## src/rtl/vblank_write_scheduler.sv

```systemverilog
// vblank_write_scheduler
// Buffers CPU sprite-register writes in a small FIFO and releases them to the
// display controller only while the raster is in vertical blank, so register
// updates never land mid-frame. Also produces a vblank-start pulse and a
// free-running frame counter for software frame pacing.
module vblank_write_scheduler #(
    parameter int DEPTH       = 16,
    parameter int CLEAR_INDEX = 127,
    parameter int DATA_W      = 16
) (
    input  logic              clk,
    input  logic              reset_n,
    input  logic              cpu_write_i,
    input  logic [6:0]        cpu_index_i,
    input  logic [DATA_W-1:0] cpu_value_i,
    input  logic              in_vblank,
    output logic              disp_write_o,
    output logic [6:0]        disp_index_o,
    output logic [DATA_W-1:0] disp_value_o,
    output logic              full_o,
    output logic              empty_o,
    output logic              overflow_o,
    output logic              vblank_start_o,
    output logic [15:0]       frame_count_o
);

    localparam int              AW       = $clog2(DEPTH);
    localparam int              ENTRY_W  = 7 + DATA_W;
    localparam logic [AW:0]     CNT_ONE  = (AW+1)'(1);
    localparam logic [AW:0]     CNT_FULL = (AW+1)'(DEPTH);
    localparam logic [AW-1:0]   PTR_ONE  = AW'(1);
    localparam logic [6:0]      CLR_IDX  = 7'(CLEAR_INDEX);

    // IDLE: nothing queued; PENDING: queued, waiting for vblank; DRAIN: forwarding
    typedef enum logic [1:0] {
        IDLE    = 2'd0,
        PENDING = 2'd1,
        DRAIN   = 2'd2
    } state_t;

    state_t              state_q;
    state_t              state_d;

    logic [ENTRY_W-1:0]  mem [DEPTH];
    logic [AW-1:0]       wr_ptr;
    logic [AW-1:0]       rd_ptr;
    logic [AW:0]         count;
    logic [AW:0]         count_d;

    logic                clear;
    logic                push;
    logic                reject;
    logic                pop;

    logic                overflow_q;
    logic                vblank_q;
    logic                vblank_start_p1;
    logic [15:0]         frame_cnt_q;

    logic                disp_write_p1;
    logic [6:0]          disp_index_p1;
    logic [DATA_W-1:0]   disp_value_p1;

    // Status flags come straight from the count register (post-edge view)
    assign full_o  = (count == CNT_FULL);
    assign empty_o = (count == '0);

    // Classify the CPU write: overflow clear, accepted push, or dropped push
    always_comb begin
        clear  = cpu_write_i && (cpu_index_i == CLR_IDX);
        push   = cpu_write_i && !clear && !full_o;
        reject = cpu_write_i && !clear && full_o;
    end

    // Next occupancy; a push and a pop in the same cycle cancel out
    always_comb begin
        count_d = count;
        case ({push, pop})
            2'b10:   count_d = count + CNT_ONE;
            2'b01:   count_d = count - CNT_ONE;
            default: count_d = count;
        endcase
    end

    // FSM state register
    always_ff @(posedge clk or negedge reset_n) begin
        if (!reset_n) begin
            state_q <= IDLE;
        end else begin
            state_q <= state_d;
        end
    end

    // FSM next state; the state stays non-IDLE exactly while entries are queued
    always_comb begin
        state_d = state_q;
        case (state_q)
            IDLE: begin
                if (push) state_d = in_vblank ? DRAIN : PENDING;
            end
            PENDING, DRAIN: begin
                if (count_d == '0)  state_d = IDLE;
                else if (in_vblank) state_d = DRAIN;
                else                state_d = PENDING;
            end
            default: state_d = IDLE;
        endcase
    end

    // FSM output: forward one entry per cycle whenever something waits and vblank is high
    always_comb begin
        pop = (state_q != IDLE) && in_vblank;
    end

    // FIFO storage; payload only, so it carries no reset
    always_ff @(posedge clk) begin
        if (push) mem[wr_ptr] <= {cpu_index_i, cpu_value_i};
    end

    // FIFO pointers, occupancy and the sticky overflow flag
    always_ff @(posedge clk or negedge reset_n) begin
        if (!reset_n) begin
            wr_ptr     <= '0;
            rd_ptr     <= '0;
            count      <= '0;
            overflow_q <= 1'b0;
        end else begin
            if (push) wr_ptr <= wr_ptr + PTR_ONE;
            if (pop)  rd_ptr <= rd_ptr + PTR_ONE;
            count <= count_d;
            if (clear)       overflow_q <= 1'b0;
            else if (reject) overflow_q <= 1'b1;
        end
    end

    // ---- stage p1: registered display write port, holds last index/value when idle
    always_ff @(posedge clk or negedge reset_n) begin
        if (!reset_n) begin
            disp_write_p1 <= 1'b0;
            disp_index_p1 <= '0;
            disp_value_p1 <= '0;
        end else begin
            disp_write_p1 <= pop;
            if (pop) {disp_index_p1, disp_value_p1} <= mem[rd_ptr];
        end
    end

    // Vblank edge detection and frame counter (wraps naturally at 16 bits)
    always_ff @(posedge clk or negedge reset_n) begin
        if (!reset_n) begin
            vblank_q        <= 1'b0;
            vblank_start_p1 <= 1'b0;
            frame_cnt_q     <= '0;
        end else begin
            vblank_q        <= in_vblank;
            vblank_start_p1 <= in_vblank && !vblank_q;
            if (in_vblank && !vblank_q) frame_cnt_q <= frame_cnt_q + 16'd1;
        end
    end

    assign disp_write_o   = disp_write_p1;
    assign disp_index_o   = disp_index_p1;
    assign disp_value_o   = disp_value_p1;
    assign overflow_o     = overflow_q;
    assign vblank_start_o = vblank_start_p1;
    assign frame_count_o  = frame_cnt_q;

endmodule

```

## config.mk

```make
export PLATFORM = sky130hd
export DESIGN_NAME = vblank_write_scheduler
export DESIGN_NICKNAME = d
export VERILOG_FILES = /design/src/rtl/vblank_write_scheduler.sv
export SDC_FILE = /design/constraint.sdc
export NUM_CORES = 1
export LEC_CHECK = 0
export ABC_CLOCK_PERIOD_IN_PS = 4900
export CORE_ASPECT_RATIO = 1.2
export CORE_UTILIZATION = 29
export DETAILED_ROUTE_END_ITERATION = 6
export PLACE_DENSITY_LB_ADDON = 0.3
export SYNTH_ARGS = -nofsm -noshare
export SYNTH_HDL_FRONTEND = slang
export SYNTH_SLANG_ARGS = --single-unit
```

## constraint.sdc

```tcl
create_clock -name clk -period 4.9 [get_ports clk]
set_clock_uncertainty 0.05 [all_clocks]
set_input_delay 0.49 -clock clk [delete_from_list [all_inputs] [get_ports clk]]
set_output_delay 0.49 -clock clk [all_outputs]
set_load 0.02 [all_outputs]
```

==> metrics.txt, run 1 <==
status finished clean; Iteration-0 DRC Markers ~560; ratio of cells with drive above 1 in the final layout between 20 and 30%; DR vias roughly 7600; I/O Buffers 70; Core Box Area roughly 56000 um^2; Post-Synth Adder-Cell Area 0.8368%; Max IR drop VDD 0.2902 mV; max-slew violation count 0; nets@finish between 800 and 900; Storage cell area ~13000 um^2; Setup crit start kind primary input; leakage power 6.412 nW; crit-path max FO 17; count leader, synth edfxtp_1; Design Area, Final between 15000 and 20000 um^2; Place WS approximately 0.89 ns; worst-margin pin slew a little under 1 ns; cell taking the most area after synthesis edfxtp_1; TritonRoute pass-1 iters 6; CP peak stage delay ~0.8 ns; H-tree depth 2; setup TNS 0 ns; CTS Buf Count 44; number of global-route vias before repair about 8000; post-DR wirelength/cell about 23 um; RSZ-0062 raised after global routing no; main flop type after synthesis edfxtp_1; Layout area overhead 19.61%; row count 95; Clock transition at path regs around 0.06 ns; combinational family with the most area after synthesis multiplexers; DRC violations left 0; Worst Path Required approximately 5.3 ns; pin count of the biggest net entering global routing 59; Clk Tree Root Cell clkbuf_16; gr usage total 13.00%; Boundary Pins 71; die area about 58000 um^2; first-pass GRT wire length 54500 um; Gate Count Post-Synth 735; routed vias/inst about 4.7; Worst slew margin roughly a third; post-synthesis sequential area ratio between 70% and 80%; Tcrit/Tclk final between 60% and 70%; crit end category register; die width 219.4 um; final hold slack approximately 0.0087 ns; CP Cell Sequence clkdlybuf4s50_1 -> and3_1 -> nand2_1 -> and3_1 -> inv_1 -> ha_1 -> xor2_1 -> ha_1 -> and3b_1 -> o21ai_0 -> a21oi_1 -> xor2_1 -> nor4b_1 -> o41ai_1; Synth top area share 67.19%; Post-synth EDFFs 368; max_cap viols 0; placement-stage cell area around 18000 um^2; Tmin final roughly 3.4 ns; pwr dens roughly 570 nW/um^2; Hold Fails Final Rpt 0; Final setup violation count 0; Synth Area in Compound Gates less than 1%; Crit Path Category primary input to register; most common library cells after synthesis edfxtp_1, mux4_2, dfrtp_1; Fillers a little over 5000; delay-heaviest family, CP simple AND/OR/NAND/NOR gates; FFs w/ async S/R, synth 13.62%; # clock sinks about 430; postcts setup bufs 0; cts repair resizes 0; initial antenna violation count 1; crit path buf inv count 2; clock latency on the worst-skew pair between 0.5 and 0.6 ns; Synthesized Nets 773; cts hold-fix bufs 0; Routed WL 36420 um; Post-Synth Simple-Gate Area 2.054%; Yosys cell types 34; syn_area_per_cell between 20 and 25 um^2; xor-xnor portion of the synthesized cell area between 1.5 and 2%; n_diodes 0; Routability Congestion ~0.74; Routed Antenna Nets 0; warnings from Yosys 0; Final HPWL DP approximately 21000 um; Synth Register Bits roughly 430; Max clock buf depth 3; Syn Std Cell Area between 15000 and 20000 um^2; global route overflow 0; area of the multi-input gates approximately 3800 um^2; Power Total between 10 and 15 mW; Hold Crit Class primary input to async pin; Die Ht roughly 260 um; Initial Utilization approximately 30%; Final Worst Setup Slack ~1.5 ns; CTS tree done; Fmax 297.0 MHz; largest cells by area after synthesis edfxtp_1, mux4_2, dfrtp_1; worst path arrival time 3.76 ns; post-synthesis mux area share ~18%; Critical Path Slowest Stage Cell clkdlybuf4s50_1
[through the flow]
step,cells,util [%]
after CTS,1618,35.14
after global routing,1618,35.14
after floorplan,735,-
final,1618,35.14
after global placement,1536,32.66
after detailed placement,1536,32.66
[cell type report]
cell class	count	area share [%]
clock buffer	64	6.182
clock inverter	18	0.8841
inverter	10	0.1908
multi-input combinational	263	19.19
sequential	426	63.59
tap	727	4.624
timing repair buffer	110	5.330
[registers in the layout, indices dropped and copies added, names as in the netlist]
register	count
rd_ptr	4
vblank_q	1
mem	368
vblank_start_o	1
wr_ptr	4
count	5
overflow_o	1
state_q	2
disp_value_o	16
disp_index_o	7
disp_write_o	1
frame_count_o	16
[layout by cell type, fill, tap and decap left out, types with 3 or more instances in the layout]
| cell type | instances |
|---|---|
| edfxtp_1 | 368 |
| mux4_2 | 115 |
| clkdlybuf4s50_1 | 69 |
| dfrtp_1 | 55 |
| clkbuf_16 | 44 |
| buf_4 | 37 |
| mux2_2 | 26 |
| xnor2_1 | 18 |
| nand2_1 | 16 |
| clkbuf_1 | 16 |
| xor2_1 | 11 |
| nor2_2 | 11 |
| ha_1 | 11 |
| inv_1 | 10 |
| and3_1 | 6 |
| nand3_1 | 6 |
| nand4_1 | 6 |
| clkinv_1 | 5 |
| clkinv_2 | 5 |
| a21oi_1 | 4 |
| nor3_2 | 4 |
| nor2_1 | 4 |
| clkbuf_8 | 4 |
| buf_12 | 4 |
| nor2b_1 | 3 |
| a31oi_1 | 3 |
[logic make-up after synthesis]
kind of cell,Yosys count
AOI/OAI and AO/OA,14
xor gates and xnor gates,29
adders and majority gates,11
buffers and inverters,46
DFF,426
muxes,142
and+or+nand+nor,67
[report_power, final]
part	switching (mW)	leakage [nW]	total (mW)	internal [mW]
clock network	1.40	0.676	3.24	1.85
registers	0.452	4.03	4.91	4.46
logic	1.44	1.70	3.09	1.65
[worst reg2reg max path, cell delays in order (launching register included)]
cell and delay, ns:
dfrtp_1 0.46, nor4_1 0.37, nand2_1 0.14, and3_1 0.21
inv_1 0.12, ha_1 0.35, xor2_1 0.12, ha_1 0.22
and3b_1 0.16, o21ai_0 0.16, a21oi_1 0.11, xor2_1 0.16
nor4b_1 0.41, o41ai_1 0.13
[worst paths after layout]
check	endpoint	slack (ns)	start	cells past startpoint
max	state_q[0]	1.53	cpu_index_i[0]	14
min	disp_value_o[3]	0.009	reset_n	1
max reg2reg	state_q[0]	1.61	count[1]	13
max in group asynchronous	rd_ptr[2]	4.01	reset_n	1
min reg2reg	frame_count_o[15]	0.41	frame_count_o[15]	1
min in group clk	frame_count_o[15]	0.41	frame_count_o[15]	1
[layer usage]
metal	global-route usage, %	part of all wire, %	vias up
li1	-	-	3292
met1	16.99	42	4092
met2	21.80	51	179
met3	2.755	5.5	44
met4	3.397	1.7	2
met5	0	0.038	-
No activity file was read; power rests on OpenSTA's default activity.
==> run 2, diff against run 1 <==
--- a/config.mk
+++ b/config.mk
@@ -5,7 +5,7 @@
 export SDC_FILE = /design/constraint.sdc
 export NUM_CORES = 1
 export LEC_CHECK = 0
-export ABC_CLOCK_PERIOD_IN_PS = 4900
+export ABC_CLOCK_PERIOD_IN_PS = 2730
 export CORE_ASPECT_RATIO = 1.2
 export CORE_UTILIZATION = 29
 export DETAILED_ROUTE_END_ITERATION = 6
==> constraint.sdc (replaced) <==
create_clock -name clk -period 2.73 [get_ports clk]
set_clock_uncertainty 0.05 [all_clocks]
set_input_delay 0.273 -clock clk [delete_from_list [all_inputs] [get_ports clk]]
set_output_delay 0.273 -clock clk [all_outputs]
set_load 0.02 [all_outputs]
==> run 2 against run 1 <==
Against the previous run: register-to-register slack got worse by 1.6 ns; highest routed layer unchanged; power grew 85%; utilization increased by 1.5 points; clock power grew 82%; routed wire length is 0.69% higher; combinational power rose by 110%; via count up 1.4%; global-route usage rose by 0.11 points; count of clock-buffer cells in the layout up 1; cell area grew 4.3%; non-clock buffer count grew 38.
==> metrics.txt, run 2 (synthesized netlist as in run 1, its figures left out) <==
status finished clean; DRC violations left 0; commonest non-fill, non-tap cell in the layout edfxtp_1; I/O Buffers 70; r2r setup slk ~0.043 ns; FF-to-FF path depth 12; Routed Antenna Nets 0; Worst slew margin between 50% and 60%; pin count of the biggest net entering global routing 61; worst path arrival time between 3 and 4 ns; worst-margin pin slew about 0.63 ns; final hold slack 0.2146 ns; Final setup violation count 0; # clock sinks approximately 430; Tcrit/Tclk final a little over nine tenths; crit end category register; number of global-route vias before repair roughly 8400; routed vias/inst 4.649; die width about 220 um; Max clock buf depth 3; most frequent cells in the layout edfxtp_1, mux4_2, clkdlybuf4s50_1, dfrtp_1; max_cap viols 0; clock latency on the worst-skew pair roughly 0.56 ns; Routed WL around 37000 um; Hold Fails Final Rpt 0; post-DR wirelength/cell about 22 um; Fillers slightly above 5000; setup TNS 0 ns; Crit Path Category register to register; pwr dens between 1000 and 1500 nW/um^2; Routability Congestion between 0.7 and 0.8; Iteration-0 DRC Markers roughly 500; Tmin final about 2.7 ns; Max IR drop VDD 0.5283 mV; Clk Tree Root Cell clkbuf_16; Design Area, Final just over 20000 um^2; global route overflow 0; Worst Path Required 3.12 ns; leakage power 6.731 nW; nets@finish just over 900; Core Box Area ~56000 um^2; Setup crit start kind register; Initial Utilization between 20% and 30%; max reg flops approximately 370; Boundary Pins 71; n_diodes 0; H-tree depth 2; row count 95; RSZ-0062 raised after global routing yes; crit-path max FO 7; Layout area overhead 24.72%; Clock transition at path regs around 0.06 ns; Hold Crit Class primary input to async pin; CTS Buf Count between 40 and 50; Util after Layout between 30% and 40%; max-slew violation count 0; ratio of cells with drive above 1 in the final layout 34.33%; CTS tree done; initial antenna violation count 1; register with the most flip-flops mem; gr usage total between 10% and 20%; Die Ht ~260 um; placement-stage cell area approximately 19000 um^2; die area about 58000 um^2; TritonRoute pass-1 iters 4; Fmax around 370 MHz; Final HPWL DP 22120 um; DR vias around 7700; first-pass GRT wire length between 50000 and 60000 um
run 2: changes by cell type in the layout (fill, tap and decap cells not counted), sizes merged:
cell,delta
buf,+37
clkbuf,+1
clkinv,+4
dlygate4sd3,+1
inv,-2
run 2: what timing repair did:
item / CTS / global route
setup buffers: 2 / 1
gates resized for setup: 6 / 9
gates cloned: 0 / 0
hold buffers: 1 / 0
setup endpoints to repair: 2 / 2
pin swaps: 8 / 7
endpoints found under the hold margin: 33 / 0
run 2: area by class of cell:
class	instances	area (um^2)	share of cell area [%]
sequential	426	12510	60.99
multi-input combinational	263	3956	19.29
timing repair buffer	148	1665	8.119
clock buffer	65	1274	6.210
tap	727	909.6	4.435
clock inverter	20	153.9	0.7503
inverter	10	42.54	0.2074
run 2: per-layer routing:
layer	part of all wire [%]	GRT usage, %
met1	43	17.15
met2	50	21.95
met3	4.5	2.743
met4	1.9	3.510
met5	0.030	0
run 2: worst max-delay path, stage by stage, from the launching register on:
cell      delay (ns)
dfrtp_1         0.40
nor4_4          0.30
nand2_2         0.09
and3_4          0.18
clkinv_4        0.06
ha_4            0.14
buf_6           0.12
and4b_1         0.20
a221oi_2        0.24
xor2_1          0.20
a31oi_2         0.13
nor4b_4         0.36
o41ai_2         0.11
run 2: metrics by stage:
step / power [mW] / std cells / worst slack [ns]
5_1_grt: 21.80 / 1659 / -0.1525
2_1_floorplan: 12.60 / 735 / -0.1223
3_3_place_gp: 15.03 / 1571 / -0.4084
4_1_cts: 21.15 / 1658 / -0.07723
6_report: 20.80 / 1659 / 0.04349
3_5_place_dp: 15.10 / 1571 / -0.4861
run 2: path summary, 6_finish.rpt:
check | end | startpoint
worst max-delay path | state_q[0] | count[0]
worst min-delay path | frame_count_o[6] | reset_n
worst max register to register | state_q[0] | count[0]
worst min register to register | frame_count_o[15] | frame_count_o[15]
max in group asynchronous | overflow_o | reset_n
min in group clk | vblank_q | in_vblank
run 2: power by group:
| part | switching, mW | internal, mW | total [mW] |
|---|---|---|---|
| clock | 2.46 | 3.44 | 5.90 |
| combinational | 3.07 | 3.33 | 6.41 |
| sequential | 0.487 | 8.00 | 8.49 |
| total | 6.02 | 14.8 | 20.8 |
==> run 3, diff against run 2 <==
--- a/config.mk
+++ b/config.mk
@@ -7,9 +7,11 @@
 export LEC_CHECK = 0
 export ABC_CLOCK_PERIOD_IN_PS = 2730
 export CORE_ASPECT_RATIO = 1.2
-export CORE_UTILIZATION = 29
+export CORE_UTILIZATION = 54
 export DETAILED_ROUTE_END_ITERATION = 6
+export GPL_TIMING_DRIVEN = 0
 export PLACE_DENSITY_LB_ADDON = 0.3
+export SKIP_CTS_REPAIR_TIMING = 1
 export SYNTH_ARGS = -nofsm -noshare
 export SYNTH_HDL_FRONTEND = slang
 export SYNTH_SLANG_ARGS = --single-unit
==> run 3 against run 2 <==
Against the previous run: via count grew 5.6%; power shrank 0.55%; utilization grew 30 points; critical path depth grew 2; non-clock buffer count shrank 8; hold slack gained 0.0063 ns; count of clock-buffer cells in the layout shrank 13; combinational power grew 4.2%; largest cell class unchanged; global-route usage grew 10 points; the run now ends with negative setup slack left; cell count shrank 21%; sequential power shrank 1%; die area shrank 46%.
==> metrics.txt, run 3 (synthesized netlist as in run 1, its figures left out) <==
n_diodes 0; first-pass GRT wire length 52390 um; row count 69; Crit Path Category register to register; max_cap viols 0; FF-to-FF path depth 14; Final HPWL DP ~21000 um; # clock sinks 426; Place WS -1.176 ns; Flop pwr share 40.6%; nets@finish about 930; number of global-route vias before repair between 8000 and 9000; post-DR wirelength/cell between 20 and 30 um; TritonRoute pass-1 iters 7; max-slew violation count 0; register with the most flip-flops mem; CTS Buf Count 40; Critical Path Slowest Stage Cell dfrtp_2; commonest non-fill, non-tap cell in the layout edfxtp_1; die area 31160 um^2; Internal around 15 mW; delay-heaviest family, CP simple AND/OR/NAND/NOR gates; worst path arrival time between 3 and 4 ns; H-tree depth 2; Routability Congestion around 0.8; ratio of cells with drive above 1 in the final layout 31.63%; routed vias/inst ~6.2; placement-stage cell area 18020 um^2; M1 WL ~14000 um; switching share of power around 30%; Routed WL about 37000 um; die width ~160 um; Routed Antenna Nets 0; Hold Fails Final Rpt 0; global route overflow 0; failing checks negative setup slack; max layer used met4; CP Cell Sequence nor4_4 -> nand2_1 -> and3_4 -> buf_8 -> inv_8 -> ha_4 -> xor2_2 -> ha_2 -> and3b_1 -> o21ai_1 -> a21oi_1 -> xor2_1 -> nor4b_2 -> o41ai_1; Worst Hold Depth 1; DRC violations left 0; clock latency on the worst-skew pair ~0.54 ns; Placed Cells 1204; Setup crit start kind register; Stages on worst setup path 14; Initial Utilization 55.22%; Iteration-0 DRC Markers about 1100; Util after Layout roughly two thirds; Design Area, Final around 20000 um^2; Layout area overhead 20.38%; Tmin final ~3.0 ns; CP peak stage delay roughly 0.43 ns; Final Worst Setup Slack -0.2252 ns; Tcrit/Tclk final 108.2%; Fmax 338.4 MHz; Worst Path Required 3.09 ns; DR vias about 8100; combinational share of power about a third; initial antenna violation count 0; P_sw a little over 6 mW; CTS tree done; crit end category register; met3 routed WL slightly below 3000 um; Power Total slightly above 20 mW; leakage power 6.617 nW; Final setup violation count 2; status finished, violations left; worst-margin pin slew 1.115 ns; Boundary Pins 71; most frequent cells in the layout edfxtp_1, mux4_2, clkdlybuf4s50_1, dfrtp_1, clkbuf_16; pwr dens approximately 1000 nW/um^2; routed wl met2 ~19000 um; crit-path max FO 4; Post-Layout Cell Count 1310; setup TNS -0.4451 ns; crit path buf inv count 2; Clk Tree Root Cell clkbuf_16; max reg flops between 300 and 400; gr usage total 23.42%; pin count of the biggest net entering global routing a little under 60; final hold slack about 0.22 ns; Clk network pwr share about 27%; Hold Crit Class primary input to register; Clock transition at path regs 0.06 ns; Worst slew margin between 20 and 30%; RSZ-0062 raised after global routing yes; Max clock buf depth 3; I/O Buffers 70; Core Box Area between 20000 and 30000 um^2; Die Ht between 150 and 200 um; Max IR drop VDD 0.5443 mV
-- run 3: worst register-to-register path: cells and delay by family, from the launching register on --
family / cells / cell delay, ns
and+or+nand+nor: 5 / 0.86
AOI/OAI and AO/OA: 3 / 0.59
DFF: 1 / 0.43
xor gates and xnor gates: 2 / 0.37
adders and majority gates: 2 / 0.36
buffers and inverters: 2 / 0.19
-- run 3: area by class of cell --
type	count	area [um^2]
Sequential cell	426	12510
Fill cell	1843	9986
Multi-Input combinational cell	270	3998
Timing Repair Buffer	107	1226
Clock buffer	52	1119
Tap cell	390	488.0
Clock inverter	22	209.0
Buffer	33	209.0
Inverter	10	45.04
-- run 3: final timing paths --
check	slack, ns	endpoint	startpoint
min	0.22	mem[13][20]	cpu_index_i[4]
max reg2reg	-0.23	state_q[0]	count[1]
max	-0.23	state_q[0]	count[1]
min reg2reg	0.42	frame_count_o[15]	frame_count_o[15]
min in group asynchronous	0.34	count[3]	reset_n
max in group asynchronous	1.66	count[1]	reset_n
-- run 3: routing by layer --
layer / vias up / global-route usage, %
li1: 3352 / -
met5: - / 0
met3: 61 / 3.401
met2: 425 / 41.20
met1: 4305 / 30.18
met4: 0 / 8.019
-- run 3: power by group through the flow --
| stage | Clock, mW | Sequential [mW] | Combinational [mW] |
|---|---|---|---|
| 3_3_place_gp | 0 | 8.46 | 5.90 |
| 3_5_place_dp | 0 | 8.49 | 6.35 |
| 4_1_cts | 5.65 | 8.37 | 6.40 |
| 2_1_floorplan | 0 | 8.68 | 3.92 |
| 5_1_grt | 5.87 | 8.47 | 7.01 |
| 6_report | 5.61 | 8.39 | 6.68 |
